## config.mk

```make
export PLATFORM = sky130hd
export DESIGN_NAME = ucode_sequencer
export DESIGN_NICKNAME = d
export VERILOG_FILES = /design/src/rtl/ucode_sequencer.sv
export SDC_FILE = /design/constraint.sdc
export NUM_CORES = 1
export LEC_CHECK = 0
export ABC_AREA = 1
export CAP_MARGIN = 20
export CORE_ASPECT_RATIO = 0.75
export CORE_MARGIN = 1.5
export CORE_UTILIZATION = 33
export CTS_CLUSTER_DIAMETER = 80
export DETAILED_ROUTE_END_ITERATION = 10
export GPL_ROUTABILITY_DRIVEN = 0
export PLACE_DENSITY_LB_ADDON = 0.15
export SYNTH_ARGS = -nofsm -noshare
export SYNTH_HDL_FRONTEND = slang
export SYNTH_SLANG_ARGS = --single-unit
```

## constraint.sdc

```tcl
create_clock -name clk -period 1.28 [get_ports clk]
set_input_delay 0.32 -clock clk [delete_from_list [all_inputs] [get_ports clk]]
set_output_delay 0.32 -clock clk [all_outputs]
set_load 0.05 [all_outputs]
```

## src/rtl/ucode_sequencer.sv

```systemverilog
// Microcoded control sequencer. It steps a T-state counter, forms the
// microcode ROM address {opcode, tstate} and registers the ROM word into the
// UIR. It decodes the UIR into bus strobes, ALU controls and jump-taken.
module ucode_sequencer #(
  parameter int OPCODE_W = 8,
  parameter int TSTATE_W = 3,
  parameter bit WAIT_EN  = 1'b1
) (
  input  logic                         clk,
  input  logic                         reset,
  input  logic [OPCODE_W-1:0]          opcode,
  output logic [OPCODE_W+TSTATE_W-1:0] rom_addr,
  input  logic [15:0]                  rom_data,
  input  logic                         flag_z,
  input  logic                         flag_lt,
  input  logic                         flag_c,
  input  logic                         dev_wait,
  output logic [TSTATE_W-1:0]          tstate,
  output logic                         uir_valid,
  output logic                         EO,
  output logic [5:0]                   ALU_flags,
  output logic [7:0]                   bus_out_oh,
  output logic [7:0]                   bus_in_oh,
  output logic                         RT,
  output logic                         PA,
  output logic                         jump_taken,
  output logic                         stall
);

  logic [15:0]         uir_q, uir_d;
  logic [TSTATE_W-1:0] tstate_q, tstate_d;
  logic                valid_q, valid_d;

  assign rom_addr  = {opcode, tstate_q};
  assign tstate    = tstate_q;
  assign uir_valid = valid_q;

  // Decode the UIR into strobes; everything is forced low while the UIR is idle.
  always_comb begin
    bus_out_oh = '0;
    bus_in_oh  = '0;
    if (valid_q && !uir_q[15]) begin
      bus_out_oh[uir_q[14:12]] = 1'b1;
    end
    if (valid_q && (uir_q[8:6] != 3'd0)) begin
      bus_in_oh[uir_q[8:6]] = 1'b1;
    end
    EO         = valid_q & uir_q[15];
    ALU_flags  = valid_q ? uir_q[14:9] : '0;
    RT         = valid_q & ~uir_q[15] & uir_q[11];
    PA         = valid_q & ~uir_q[15] & uir_q[10];
    jump_taken = valid_q & ((uir_q[5] & flag_c) |
                            (uir_q[4] & flag_z) |
                            (uir_q[3] & ~flag_z & ~flag_lt) |
                            (uir_q[2] & flag_lt));
    stall      = WAIT_EN & dev_wait & (bus_out_oh[6] | bus_in_oh[6]);
  end

  // Next-state: hold on stall, the end marker wins over RT, and RT wins over increment.
  always_comb begin
    uir_d    = uir_q;
    tstate_d = tstate_q;
    valid_d  = valid_q;
    if (!stall) begin
      if (rom_data == 16'h0000) begin
        uir_d    = '0;
        valid_d  = 1'b0;
        tstate_d = '0;
      end else begin
        uir_d    = rom_data;
        valid_d  = 1'b1;
        tstate_d = RT ? '0 : tstate_q + TSTATE_W'(1);
      end
    end
  end

  // State registers with asynchronous reset to the idle, invalid-UIR state.
  always_ff @(posedge clk or posedge reset) begin
    if (reset) begin
      uir_q    <= '0;
      tstate_q <= '0;
      valid_q  <= 1'b0;
    end else begin
      uir_q    <= uir_d;
      tstate_q <= tstate_d;
      valid_q  <= valid_d;
    end
  end

endmodule

```

# Yosys cells after proc, flatten, opt, wreduce, memory -nomap -nowiden
# Cells that the tools add are included.
# totals
regBits,20
latchBits,0
ramBits,0
romBits,0
input_bits,30
out_inout_bits,42
word_cells,44
mem_count,0
# classes
add_sub_neg,1
multipliers,0
n_div,0
n_lt_le_gt_ge,4
n_eq_ne,0
n_shift,0
n_mux,11
bitwise_logic,18
reduce_logical,7
# ops
op,n
$logic_not 16->1,1
$mux 16,1
$mux 8,2
$and 1x1->1,11
$lt 3x4->1 const B,2
$demux 1 s3,2
$ge 3x1->1 const B,2
$mux 3,2
$mux 6,1
$logic_and 1x1->1,4
$or 1x1->1,4
$add 3x1->3 const B,1
$mux 1,3
$not 1->1,3
$reduce_bool 3->1,1
$logic_not 1->1,1

# Logic depth before layout (Yosys ltp)
# logic_depth
depth_word,7
ltp_mapped,9
mapped_depth_nobuf,8

# Least setup slack after synthesis
# OpenSTA, ideal clock, no wires.
# synth_path
path_kind,flip-flop to output port
startpoint,reg valid_q (netlist: uir_valid)
endpoint,out bus_out_oh[1]
arrival_time_ps,2075
required_time_ps,960
path_slack_ps,-1115
stages_incl_launch_ff,6
n_path_buf,1
cell_sequence,dfrtp_1 -> buf_4 -> nand2_1 -> inv_1 -> nand2_1 -> nor2_1
# synth_via
elab_chain_len,2
# synth_rtl
item,line_no,source
start: declaration,32,"logic valid_q, valid_d;"
start signal: assignment,86,valid_q <= valid_d;
$logic_and 1x1->1,42,if (valid_q && !uir_q[15]) begin
$mux 8,42,
end: declaration,22,"output logic [7:0] bus_out_oh,"
# Every way passes these cells.

# Worst setup path in the final report
# layout_path
startpoint,reg valid_q (netlist: uir_valid)
endpoint,out bus_out_oh[5]
# The elaborated chain is that of the path after synthesis.

==> impl_metrics.json <==
{
  "dp.cells": 274,
  "hold-worst-slack_ns": 0.368,
  "cp_top_family": "flip-flops",
  "leakage_uw": 0.00129,
  "synthCells": 165,
  "grt_max_degree": 19,
  "synth_nets": 196,
  "violations": "design-rule violations, negative setup slack",
  "synth_edf_count": 0,
  "synth_area_per_cell_um2": 7.05,
  "drive_gt1_share_pct": 62.1,
  "fin_util_pct": 84.3,
  "r2r_slack_ns": -0.19,
  "status": "complete, but fails checks",
  "htree_levels": 1,
  "worst-path-max-fanout": 5,
  "synth_cell_types": 19,
  "ys_seq_area_share_pct": 38.7,
  "design_area_um2": 2810,
  "post-route-period-util_pct": 137,
  "track_usage_pct": 23.5,
  "cp.arrival_ns": 1.43,
  "critPathMostFrequentCell": "buf_12",
  "die_h_um": 54.4,
  "synth_common_cells": "53 x nand2_1, 30 x nor2_1, 19 x inv_1",
  "fmax_ghz": 0.571,
  "start_kind": "flop",
  "die_area_um2": 3890,
  "ios": 72,
  "yosysTopAreaCell": "dfrtp_1",
  "stdcell_count": 296,
  "synth.top_cells.by_area": "dfrtp_1 39%, nand2_1 17%, nor2_1 9.7%, buf_4 8.4%, inv_1 6.1%",
  "clock_sinks": 18,
  "crit_buf_inv": 3,
  "dpl-instance-area_um2": 2420,
  "nNetsFinal": 288,
  "grt-ovfl-total": 0,
  "path_class": "reg2out",
  "cts_tree": "yes",
  "finalHoldViolations": 0,
  "wl_per_cell_um": 16.6,
  "cellPowerDensity_nw_per_um2": 1120,
  "critPathCaptureType": "output pin",
  "grt_pass1_wl_um": 6960,
  "die_w_um": 71.6,
  "viasPerCell": 4.83,
  "route.detailed.drc": 1,
  "cts_buffer_depth": 2,
  "multi_input_area_um2": 812,
  "crit_chain": "buf_12 > nand2_8 > clkinvlp_4 > nand2_4 > nor2_4 > buf_12",
  "maxCapViolCount": 0,
  "insertion_delay_ns": 0.26,
  "finalWirelength_um": 4910,
  "regArea_um2": 455,
  "drt_first_pass_iters": 9,
  "finalCriticalPeriod_ns": 1.75,
  "diodes": 0,
  "rsz0062_at_grt": "yes",
  "critPathMaxStageDelay_ns": 0.47,
  "ant_nets": 0,
  "dpl.hpwl_um": 3070,
  "synth_largest_type_area_fraction_pct": 38.7,
  "coreArea_um2": 3330,
  "setup_slack_ns": -0.472,
  "cts_hold_buf": 0,
  "worstPathRequired_ns": 0.96,
  "critPathSlowestCell": "dfrtp_2",
  "area_growth_syn_to_layout_pct": 142,
  "port_buffers": 54,
  "yosys_warnings": 0,
  "synthFlopType": "dfrtp_1",
  "rows": 18,
  "syn_area_um2": 1160,
  "path_clk_slew_ns": 0.07,
  "nFillCells": 176,
  "setup_viol": 45,
  "grt_pass1_vias": 1515,
  "vias": 1430,
  "drtIter0Drc": 64,
  "synth_most_common_cell": "nand2_1",
  "finalMaxSlewViolations": 0,
  "total_power_uw": 3160,
  "cts_buffers": 3,
  "antenna_found_initial": 0,
  "synth-seq-cells": 18,
  "ir_drop_mv": 1.14,
  "skew_ns": 0.00313,
  "async_reset_ff_share_pct": 100,
  "root_buffer": "clkbuf_8",
  "initial_utilization_pct": 34.9,
  "hold_class": "in2async"
}
==> cell usage in the layout (no fill, tap or decap), drive strengths merged <==
master / n
dlymetal6s2s: 2
inv: 14
clkdlybuf4s50: 19
clkinvlp: 7
nand4: 1
dfrtp: 18
buf: 81
nor2: 31
nor3: 2
clkbuf: 4
nand3: 8
nor3b: 1
ha: 1
nand2: 58
xnor2: 1
conb: 1
o21ai: 7
==> timing repair <==
action | in CTS | in global routing
pin swaps | 5 | 10
buffers inserted | 11 | 8
endpoints found under the setup margin | 49 | 47
resized for setup | 25 | 33
==> worst min-delay path: cells and delay by family <==
kind,cells,cell delay [ns]
buffers and inverters,3,0.69
==> power breakdown <==
group	switching [uW]	internal (uW)
clock	212	274
combinational	997	905
sequential	120	650
total	1330	1830
==> kinds of logic (layout without fill, tap and decap cells) <==
family,after synthesis,in the layout,synth area share [%]
AOI/OAI and AO/OA,7,7,5.27
xor gates and xnor gates,1,1,0.753
adders and majority gates,1,1,1.08
buffers and inverters,36,127,17.1
DFF,18,18,38.7
other,1,1,0.322
and+or+nand+nor,101,101,36.8
==> per-layer routing <==
metal	up-vias	wire length, um	global-route usage (%)
met2	54	2640	46.9
met5	-	0	0
met3	15	220	5.16
met4	0	104	5.66
met1	696	1950	26.0
li1	665	-	-
==> worst paths after layout <==
check | startpoint | to | cells after the start
setup / recovery | uir_valid | bus_out_oh[5] | 6
hold / removal | reset | tstate[1] | 3
setup reg to reg | uir_valid | tstate[1] | 9
hold reg to reg | uir_q[3] | uir_q[3] | 2
max in group asynchronous | reset | uir_q[12] | 3
min in group clk | uir_q[3] | uir_q[3] | 2
==> flip-flops by register name, indices dropped and copies added, names as in the netlist <==
signal     flops
uir_valid      1
tstate         3
uir_q         14
==> metrics by stage <==
| stage | TNS (ns) | setup slack (ns) |
|---|---|---|
| after CTS | -10.78 | -0.421 |
| after global routing | -14.04 | -0.498 |
| final | -11.92 | -0.472 |
| after global placement | -4.69 | -0.324 |
| after detailed placement | -5.83 | -0.338 |
| after floorplan | -10.09 | -0.418 |
==> layout make-up <==
type / count / share of cell area (%)
Timing Repair Buffer: 102 / 46.9
Multi-Input combinational cell: 111 / 28.9
Sequential cell: 18 / 16.2
Inverter: 21 / 4.27
Clock buffer: 4 / 1.96
Tap cell: 40 / 1.78
Power figures use the tool's default switching activity.
